## src/rtl/pet_pkg.sv

```systemverilog
// Shared types, command bytes and saturating helpers for the virtual pet.
// Optional build macro honoured by pet_stats: PET_STATS_CHEAT_EN.
package pet_pkg;

    typedef enum logic [1:0] {
        ST_AWAKE  = 2'd0,
        ST_ASLEEP = 2'd1,
        ST_DEAD   = 2'd2
    } pet_state_t;

    localparam logic [7:0] CMD_FEED   = 8'h46;
    localparam logic [7:0] CMD_PLAY   = 8'h50;
    localparam logic [7:0] CMD_CLEAN  = 8'h43;
    localparam logic [7:0] CMD_SLEEP  = 8'h53;
    localparam logic [7:0] CMD_WAKE   = 8'h57;
    localparam logic [7:0] CMD_REVIVE = 8'h52;
    localparam logic [7:0] CMD_TICK   = 8'h54;

    localparam logic [3:0] STAT_MAX = 4'd15;

    localparam int STATUS_DEAD_BIT   = 7;
    localparam int STATUS_ASLEEP_BIT = 6;
    localparam int STATUS_CMD_MSB    = 5;
    localparam int STATUS_CMD_LSB    = 4;
    localparam int STATUS_AGE_MSB    = 3;
    localparam int STATUS_AGE_LSB    = 0;

    // Saturation is decided on a 5-bit intermediate so carry/borrow is visible.
    function automatic logic [3:0] sat_add(input logic [3:0] a, input logic [3:0] b);
        logic [4:0] s;
        s = {1'b0, a} + {1'b0, b};
        return (s > {1'b0, STAT_MAX}) ? STAT_MAX : s[3:0];
    endfunction

    function automatic logic [3:0] sat_sub(input logic [3:0] a, input logic [3:0] b);
        logic [4:0] d;
        d = {1'b0, a} - {1'b0, b};
        return d[4] ? 4'd0 : d[3:0];
    endfunction

endpackage

```

## src/rtl/pet_tick_gen.sv

```systemverilog
// Free-running decay prescaler: one-cycle tick every TICK_CYCLES clocks.
module pet_tick_gen
#(
    parameter int TICK_CYCLES = 27_000_000
)
(
    input  logic clk,
    input  logic rst_n,
    output logic tick
);

    logic [24:0] cnt;

    assign tick = (cnt == 25'(TICK_CYCLES - 1));

    always_ff @(posedge clk) begin
        if (!rst_n)
            cnt <= '0;
        else if (tick)
            cnt <= '0;
        else
            cnt <= cnt + 25'd1;
    end

endmodule

```

## src/rtl/pet_stats.sv

```systemverilog
// Virtual pet need tracker: UART command decode, decay ticks, sleep/death FSM.
// Define PET_STATS_CHEAT_EN to make 'T' force an immediate decay tick.
module pet_stats
    import pet_pkg::*;
#(
    parameter int TICK_CYCLES = 27_000_000
)
(
    input  logic       clk,
    input  logic       rst_n,
    input  logic [7:0] cmd_byte,
    output logic [4:0] hunger,
    output logic [4:0] happiness,
    output logic [4:0] hygiene,
    output logic [4:0] energy,
    output logic       is_sleeping,
    output logic [7:0] status,
    output logic       cmd_ack
);

    pet_state_t state;
    logic [3:0] hun, hap, hyg, eng, age;
    logic [1:0] last_cmd;
    logic [7:0] prev_byte;
    logic       tick_pend;
    logic       wake_due;

    logic       tick, tick_now, accept, cmd_ok, cheat_tick;
    logic       any_max, dying, do_cmd, apply_tick;
    logic [3:0] t_hun, t_hap, t_hyg, t_eng;

    pet_tick_gen #(.TICK_CYCLES(TICK_CYCLES)) u_tick (
        .clk   (clk),
        .rst_n (rst_n),
        .tick  (tick)
    );

    always_comb begin
        cmd_ok     = 1'b0;
        cheat_tick = 1'b0;
        case (state)
            ST_AWAKE:  cmd_ok = (cmd_byte == CMD_FEED)  || (cmd_byte == CMD_PLAY) ||
                                (cmd_byte == CMD_CLEAN) || (cmd_byte == CMD_SLEEP);
            ST_ASLEEP: cmd_ok = (cmd_byte == CMD_WAKE);
            ST_DEAD:   cmd_ok = (cmd_byte == CMD_REVIVE);
            default:   cmd_ok = 1'b0;
        endcase
`ifdef PET_STATS_CHEAT_EN
        if (cmd_byte == CMD_TICK && state != ST_DEAD) begin
            cmd_ok     = 1'b1;
            cheat_tick = 1'b1;
        end
`endif
        accept   = (cmd_byte != 8'h00) && (prev_byte == 8'h00);
        tick_now = tick || tick_pend;
        any_max  = (hun == STAT_MAX) || (hap == STAT_MAX) ||
                   (hyg == STAT_MAX) || (eng == STAT_MAX);
        // Death outranks everything else on the same edge.
        dying      = (state != ST_DEAD) && any_max;
        do_cmd     = !dying && accept && cmd_ok;
        apply_tick = !dying && (state != ST_DEAD) &&
                     ((do_cmd && cheat_tick) || (!do_cmd && tick_now));

        t_hun = sat_add(hun, 4'd1);
        t_hap = sat_add(hap, 4'd1);
        t_hyg = sat_add(hyg, 4'd1);
        t_eng = (state == ST_ASLEEP) ? sat_sub(eng, 4'd2) : sat_add(eng, 4'd1);
    end

    always_ff @(posedge clk) begin
        if (!rst_n) begin
            state     <= ST_AWAKE;
            hun       <= '0;
            hap       <= '0;
            hyg       <= '0;
            eng       <= '0;
            age       <= '0;
            last_cmd  <= '0;
            prev_byte <= 8'h00;
            tick_pend <= 1'b0;
            wake_due  <= 1'b0;
            cmd_ack   <= 1'b0;
        end else begin
            prev_byte <= cmd_byte;
            cmd_ack   <= 1'b0;
            if (dying) begin
                state     <= ST_DEAD;
                tick_pend <= 1'b0;
                wake_due  <= 1'b0;
            end else begin
                // A tick colliding with a command is deferred by one cycle.
                tick_pend <= do_cmd ? tick_now : 1'b0;
                if (do_cmd) begin
                    cmd_ack <= 1'b1;
                    case (cmd_byte)
                        CMD_FEED: begin
                            hun      <= sat_sub(hun, 4'd4);
                            hyg      <= sat_add(hyg, 4'd1);
                            last_cmd <= 2'd0;
                        end
                        CMD_PLAY: begin
                            hap      <= sat_sub(hap, 4'd4);
                            eng      <= sat_add(eng, 4'd2);
                            last_cmd <= 2'd1;
                        end
                        CMD_CLEAN: begin
                            hyg      <= '0;
                            last_cmd <= 2'd2;
                        end
                        CMD_SLEEP: begin
                            state    <= ST_ASLEEP;
                            wake_due <= 1'b0;
                            last_cmd <= 2'd3;
                        end
                        CMD_WAKE: begin
                            state    <= ST_AWAKE;
                            wake_due <= 1'b0;
                            last_cmd <= 2'd3;
                        end
                        CMD_REVIVE: begin
                            state    <= ST_AWAKE;
                            hun      <= '0;
                            hap      <= '0;
                            hyg      <= '0;
                            eng      <= '0;
                            age      <= '0;
                            last_cmd <= 2'd0;
                        end
                        default: ;
                    endcase
                end
                if (apply_tick) begin
                    hun      <= t_hun;
                    hap      <= t_hap;
                    hyg      <= t_hyg;
                    eng      <= t_eng;
                    age      <= sat_add(age, 4'd1);
                    wake_due <= (state == ST_ASLEEP) && (t_eng == 4'd0);
                end else if (!do_cmd && state == ST_ASLEEP && wake_due) begin
                    state    <= ST_AWAKE;
                    wake_due <= 1'b0;
                end
            end
        end
    end

    assign hunger      = {1'b0, hun};
    assign happiness   = {1'b0, hap};
    assign hygiene     = {1'b0, hyg};
    assign energy      = {1'b0, eng};
    assign is_sleeping = (state == ST_ASLEEP);

    always_comb begin
        status = '0;
        status[STATUS_DEAD_BIT]                = (state == ST_DEAD);
        status[STATUS_ASLEEP_BIT]              = (state == ST_ASLEEP);
        status[STATUS_CMD_MSB:STATUS_CMD_LSB]  = last_cmd;
        status[STATUS_AGE_MSB:STATUS_AGE_LSB]  = age;
    end

endmodule

```

## config.mk

```make
export PLATFORM = sky130hd
export DESIGN_NAME = pet_stats
export DESIGN_NICKNAME = d
export VERILOG_FILES = /design/src/rtl/pet_pkg.sv /design/src/rtl/pet_tick_gen.sv /design/src/rtl/pet_stats.sv
export SDC_FILE = /design/constraint.sdc
export NUM_CORES = 1
export LEC_CHECK = 0
export ABC_AREA = 1
export ABC_CLOCK_PERIOD_IN_PS = 2250
export CELL_PAD_IN_SITES_DETAIL_PLACEMENT = 1
export CELL_PAD_IN_SITES_GLOBAL_PLACEMENT = 2
export CORE_MARGIN = 5
export CORE_UTILIZATION = 31
export DETAILED_ROUTE_END_ITERATION = 8
export PLACE_DENSITY_LB_ADDON = 0.1
export SLEW_MARGIN = 40
export SYNTH_ARGS = -nofsm -noshare
export SYNTH_HDL_FRONTEND = slang
export SYNTH_HIERARCHICAL = 1
export SYNTH_SLANG_ARGS = --single-unit
export TNS_END_PERCENT = 50
```

## constraint.sdc

```tcl
create_clock -name clk -period 2.25 [get_ports clk]
set_input_delay 0.45 -clock clk [delete_from_list [all_inputs] [get_ports clk]]
set_output_delay 0.45 -clock clk [all_outputs]
set_load 0.02 [all_outputs]
```

==> impl_metrics.json, run 1 <==
{
  "cts_buffers": 9,
  "drtAntennaViolNets": 0,
  "final.period_utilization_pct": 94.2,
  "die_y_um": 120,
  "dieArea_um2": 14300,
  "start_util_pct": 31.3,
  "htree_levels": 3,
  "status": "finished clean",
  "p_total_mw": 2.72,
  "track_usage_pct": 16.0,
  "grt_max_degree": 28,
  "cts_tree": "built",
  "cap_violations": 0,
  "path_clk_slew_ns": 0.06,
  "hpwlAfterDp_mm": 8.23,
  "worst_setup_path_end_kind": "flip-flop",
  "fin_tns_setup_ns": 0,
  "drv_slew": 0,
  "first_global_vias": 3929,
  "seqPwrFrac_pct": 39.7,
  "fin_nets": 678,
  "period_needed_ns": 2.12,
  "worstPathRequired_ns": 2.48,
  "dr.pass1.iters": 4,
  "layout-drive-gt1-share_pct": 16.7,
  "power_frac_comb_pct": 3.8,
  "power_per_cell_area_nw_per_um2": 552,
  "die_x_um": 120,
  "clock-sinks": 60,
  "worst_ep_arrival_time_ns": 2.35,
  "rows": 40,
  "grt_overflow": 0,
  "fp.coreArea_um2": 11900,
  "critPathLaunchType": "primary input",
  "rsz0062_at_grt": "yes",
  "pin_count": 40,
  "setup_viol": 0,
  "syn_avg_cell_area_um2": 6.55,
  "utilization_pct": 41.3,
  "routabilityCongestion": 0.785,
  "synth_cells": 570,
  "syn_to_final_growth_pct": 31.9,
  "ir_drop_mv": 0.304,
  "wl_mm": 10.6,
  "power_frac_clock_pct": 56.5,
  "yosys_warnings": 6,
  "power.leakage_nw": 2.25,
  "p_int_mw": 2.14,
  "holdWs_ns": 0.444,
  "hold_viol": 0,
  "cts_root_buf": "clkbuf_16",
  "synth_area_um2": 3730,
  "clock_latency_ns": 0.34,
  "finClkSkew_ns": 0.00666,
  "crit_type": "primary input to flip-flop",
  "synth_cell_type_count": 38,
  "grt_pass1_wl_mm": 18.5,
  "ys_seq_area_share_pct": 32.2,
  "fmax_mhz": 472,
  "io_buffer_count": 35,
  "p_switching_mw": 0.583,
  "final_cell_area_um2": 4920,
  "first_iter_violations": 116,
  "clock_path_buffers": 2,
  "ys_ff_latch": 60,
  "crit_path_max_fanout": 9,
  "wire_per_inst_um": 13.2,
  "insertedDiodeCount": 0,
  "antenna_found_initial": 0,
  "drc": 0,
  "vias": 3692,
  "hp-class": "flip-flop to flip-flop",
  "p_sw_share_pct": 21.4,
  "vias_per_cell": 4.59,
  "placed_area_um2": 4530
}
cell usage after synthesis:
library cell | number | share of area (%)
a21boi_0 | 1 | 0.20
a21oi_1 | 28 | 3.8
a31o_2 | 1 | 0.23
a41oi_1 | 1 | 0.23
and2_1 | 2 | 0.34
and3_1 | 1 | 0.17
buf_2 | 1 | 0.13
buf_4 | 6 | 1.2
buf_6 | 3 | 0.91
clkbuf_1 | 3 | 0.30
conb_1 | 1 | 0.10
dfxtp_1 | 60 | 32
ha_1 | 15 | 5.0
inv_1 | 74 | 7.4
inv_2 | 4 | 0.40
inv_4 | 1 | 0.17
nand2_1 | 144 | 14
nand2_2 | 4 | 0.67
nand2_4 | 6 | 1.8
nand2_8 | 1 | 0.54
nand3_1 | 34 | 4.6
nand3b_1 | 1 | 0.20
nand4_1 | 5 | 0.84
nor2_1 | 95 | 9.6
nor2_2 | 9 | 1.5
nor2_4 | 6 | 1.8
nor3_1 | 9 | 1.2
nor3b_1 | 1 | 0.20
nor4_1 | 1 | 0.17
o211ai_1 | 1 | 0.20
o211ai_2 | 1 | 0.34
o21ai_0 | 21 | 2.8
o21ai_1 | 3 | 0.40
o21ai_4 | 1 | 0.44
o22ai_1 | 5 | 0.84
or2_2 | 1 | 0.17
xnor2_1 | 6 | 1.4
xor2_1 | 13 | 3.1
layout by cell type, fill, tap and decap left out, types with 7 or more instances in the layout:
cell type,instances
o21ai_0,20
nand2_2,7
ha_1,15
nor2_4,9
xor2_1,13
dfxtp_1,59
a21oi_1,28
nor2_2,14
nand2_1,141
clkdlybuf4s50_1,35
buf_4,46
nor3_1,8
nor2_1,87
clkbuf_16,9
inv_1,74
nand3_1,34
registers in the layout, indices dropped and copies added (netlist names):
signal / count
age: 4
cmd_ack: 1
eng: 4
hap: 4
hun: 4
hyg: 4
last_cmd: 2
prev_byte: 8
state: 2
tick_pend: 1
u_tick/cnt: 25
wake_due: 1
worst max-delay path: stages:
cell and delay, ns:
clkdlybuf4s50_1 0.49, nor2_2 0.18, nand2_1 0.13, o21ai_0 0.27, nor2_2 0.09, nand2_4 0.13
nand2_8 0.09, nand3_1 0.16, nand2_1 0.14, nor3_1 0.17, nor2_1 0.05
area by class of cell:
class / instances / area [µm²]
multi-input combinational: 421 / 2200
tap: 147 / 184
clock inverter: 4 / 72.6
sequential: 60 / 1200
clock buffer: 11 / 253
timing repair buffer: 82 / 716
inverter: 79 / 299
fill: 1526 / 6990
routing by layer:
layer  vias up  share of wire (%)  track usage, %  wire, µm
met3         8                3.1            5.33       333
li1       1926                  -               -         -
met2        36                 52            29.6      5550
met5         -                  0               0         0
met4         0                1.1            4.08       120
met1      1722                 43            17.5      4600
metrics by stage:
stage               cells  setup slack (ns)
floorplan             573             0.301
global placement      787            -0.195
detailed placement    787            -0.253
CTS                   802             0.101
global route          804           -0.0225
finish                804             0.130
worst paths after layout:
kind	from	end	slack, ns	depth (start not counted)
setup / recovery	cmd_byte[3]	hun[3]	0.13	11
hold / removal	u_tick/cnt[0]	u_tick/cnt[0]	0.44	1
setup reg to reg	hap[1]	hun[3]	0.21	12
hold reg to reg	u_tick/cnt[0]	u_tick/cnt[0]	0.44	1
kinds of logic after synthesis:
group           synth area share (%)
compound gates                  9.45
fa+ha+maj                       5.03
other cells                    0.100
xor+xnor                        4.46
simple gates                    38.2
buf+inv                         10.6
flops                           32.2
power by group through the flow:
| stage | clock network [mW] | logic, mW | registers [mW] |
|---|---|---|---|
| global placement | 0 | 0.0986 | 1.10 |
| CTS | 1.59 | 0.101 | 1.08 |
| finish | 1.54 | 0.102 | 1.08 |
| detailed placement | 0 | 0.101 | 1.10 |
| floorplan | 0 | 0.0640 | 1.10 |
| global route | 1.64 | 0.115 | 1.08 |
what timing repair did:
action,CTS,global route
buffers inserted,0,2
gates resized for setup,0,17
setup endpoints to repair,0,20
hold buffers,0,0
Note: power is estimated with default switching activity, not from simulation.
==> run 2: changes to the inputs <==
Settings changed: ABC_AREA 1 to default, CORE_UTILIZATION 31 to 34.
==> impl_metrics.json, run 2 <==
{
  "clock-sinks": 60,
  "vias_per_cell": 5.26,
  "hp-class": "primary input to flip-flop",
  "fillers": 1246,
  "final_cell_area_um2": 5340,
  "cpPeakStageDelay_ns": 0.46,
  "stdcell_count": 715,
  "cap_violations": 0,
  "crit_path_max_fanout": 4,
  "fmax_mhz": 418,
  "htree_levels": 3,
  "fp.coreArea_um2": 10300,
  "hold_buffers": 0,
  "insertedDiodeCount": 0,
  "cts_root_buf": "clkbuf_8",
  "critPathBufInv": 2,
  "ir_drop_mv": 0.244,
  "rows": 37,
  "crit_path_frequent_cell": "nor3_2",
  "synth_flop_cell": "dfxtp_1",
  "power.leakage_nw": 2.08,
  "layout-drive-gt1-share_pct": 32.1,
  "routabilityCongestion": 0.813,
  "critPathLaunchType": "flip-flop",
  "postSynth.asyncResetShare_pct": 0,
  "fin_tns_setup_ns": -0.411,
  "final_common_cell": "buf_4",
  "first_iter_violations": 147,
  "yosys_warnings": 6,
  "cts_buffers": 9,
  "reg_top3": "u_tick/cnt x25, prev_byte x8",
  "ys_seq_area_share_pct": 33.4,
  "clock_path_buffers": 2,
  "rsz0062_at_grt": "yes",
  "period_needed_ns": 2.39,
  "drc": 0,
  "worst_setup_path_end_kind": "flip-flop",
  "final.period_utilization_pct": 106,
  "violations": "setup timing",
  "yosys.area.top_type": "dfxtp_1",
  "drtAntennaViolNets": 0,
  "maxSlewHeadroom_pct": 65.7,
  "largest_register_ff_count": 25,
  "top_register": "u_tick/cnt",
  "antenna_found_initial": 0,
  "track_usage_pct": 18.8,
  "die_y_um": 113,
  "grt_max_degree": 16,
  "synth_area_um2": 3590,
  "synth_edf_count": 0,
  "mostFrequentLayoutCells": "buf_4, dfxtp_1, nand2_1",
  "synth_cells": 431,
  "grt_overflow": 0,
  "crit_family": "simple AND/OR/NAND/NOR gates",
  "wl_mm": 11.9,
  "syn_to_final_growth_pct": 48.5,
  "synth_top_area_share_pct": 33.4,
  "vias": 3758,
  "setup_slack_ns": -0.142,
  "syn_avg_cell_area_um2": 8.34,
  "yosysMostFrequentCell": "dfxtp_1",
  "path_clk_slew_ns": 0.07,
  "ys_ff_latch": 60,
  "start_util_pct": 34.8,
  "crit_type": "flip-flop to flip-flop",
  "worst_pin_slew_ns": 0.506,
  "first_global_vias": 3794,
  "die_x_um": 113,
  "clock_latency_ns": 0.35,
  "hold_viol": 0,
  "dieArea_um2": 12700,
  "worst_ep_arrival_time_ns": 2.63,
  "yosys-top-cells-area": "dfxtp_1, ha_1, a21oi_1",
  "cts_tree": "built",
  "fin_nets": 599,
  "placed_area_um2": 4810,
  "dr.pass1.iters": 5,
  "synth_cell_type_count": 70,
  "dp_cells": 686,
  "wire_per_inst_um": 16.6,
  "pin_count": 40,
  "power_per_cell_area_nw_per_um2": 404,
  "io_buffer_count": 35,
  "grt_pass1_wl_mm": 19.4,
  "crit_chain": "nor4b_4, buf_4, nand4_1, nor3_2, o21bai_2, nor2_4, buf_6, or4b_4, mux2i_2, nor3_2",
  "hpwlAfterDp_mm": 8.89,
  "drv_slew": 0,
  "setup_viol": 12,
  "finClkSkew_ns": 0.00968,
  "crit_slowest_cell": "or4b_4",
  "worstPathRequired_ns": 2.49,
  "status": "finished with violations",
  "synthTopCellsByCount": "dfxtp_1, nand2_1, a21oi_1, nor2_1, nand3_1"
}
run 2: changes by cell type after synthesis, moves of 9 or more:
| cell | change |
|---|---|
| inv_1 | -59 |
| nand2_1 | -114 |
| nor2_2 | -9 |
| and3_1 | +10 |
| nand2b_1 | +10 |
| nor2_1 | -67 |
| and2_1 | +9 |
| o31ai_1 | +10 |
run 2: timing repair:
| item | 4_1_cts | 5_1_grt |
|---|---|---|
| setup endpoints to repair | 29 | 26 |
| setup buffers | 6 | 6 |
| gates cloned | 0 | 1 |
| pin swaps | 6 | 25 |
| gates resized for setup | 16 | 47 |
run 2: final cells by class:
class / count / area [µm²] / area share [%]
Inverter: 15 / 56.3 / 1.05
Multi-Input combinational cell: 331 / 2420 / 45.4
Clock inverter: 4 / 25.0 / 0.469
Timing Repair Buffer: 157 / 1320 / 24.6
Sequential cell: 60 / 1200 / 22.6
Tap cell: 136 / 170 / 3.19
Clock buffer: 12 / 145 / 2.72
run 2: layer usage:
layer / global-route usage [%] / share of wire, %
met4: 5.29 / 1.4
met1: 25.9 / 49
met5: 0 / 0
met2: 30.2 / 47
met3: 3.16 / 3.0
run 2: path summary, 6_finish.rpt:
check                              startpoint      endpoint  slack (ns)  cells after the start
worst max register to register  u_tick/cnt[8]        eng[3]       -0.14                     10
worst min register to register    last_cmd[1]   last_cmd[1]        0.47                      2
worst max-delay path            u_tick/cnt[8]        eng[3]       -0.14                     10
worst min-delay path              cmd_byte[3]  prev_byte[3]        0.44                      2
run 2: kinds of logic after synthesis:
logic type      Yosys count  synth area share [%]
buf+inv                  43                  5.85
fa+ha+maj                15                  5.22
compound gates          107                  20.4
xor+xnor                 15                  3.65
simple gates            186                  30.3
other cells               1                 0.104
mux                       4                  1.11
flops                    60                  33.4
run 2: power breakdown:
group	total (mW)	leakage [nW]	switching, mW	internal (mW)
Combinational	0.196	1.51	0.108	0.0881
Clock	0.875	0.0824	0.449	0.426
Sequential	1.09	0.487	0.00886	1.08
Total	2.16	2.08	0.565	1.59
run 2: through the flow:
stage                     util [%]  power (mW)  worst slack, ns  hold WS (ns)
after detailed placement      46.6        1.30           -0.624         0.455
after global placement        46.6        1.30           -0.510         0.445
after floorplan                  -        1.21           0.0270         0.426
final                         51.7        2.16           -0.142         0.436
after CTS                     49.1        2.19          -0.0791         0.470
after global routing          51.7        2.27           -0.293         0.414
==> run 3: changes to the inputs <==
Settings changed: CAP_MARGIN from default to 20.
==> results of run 3 <==
No change in the layout: final DEF, timing and power equal those of run 2.
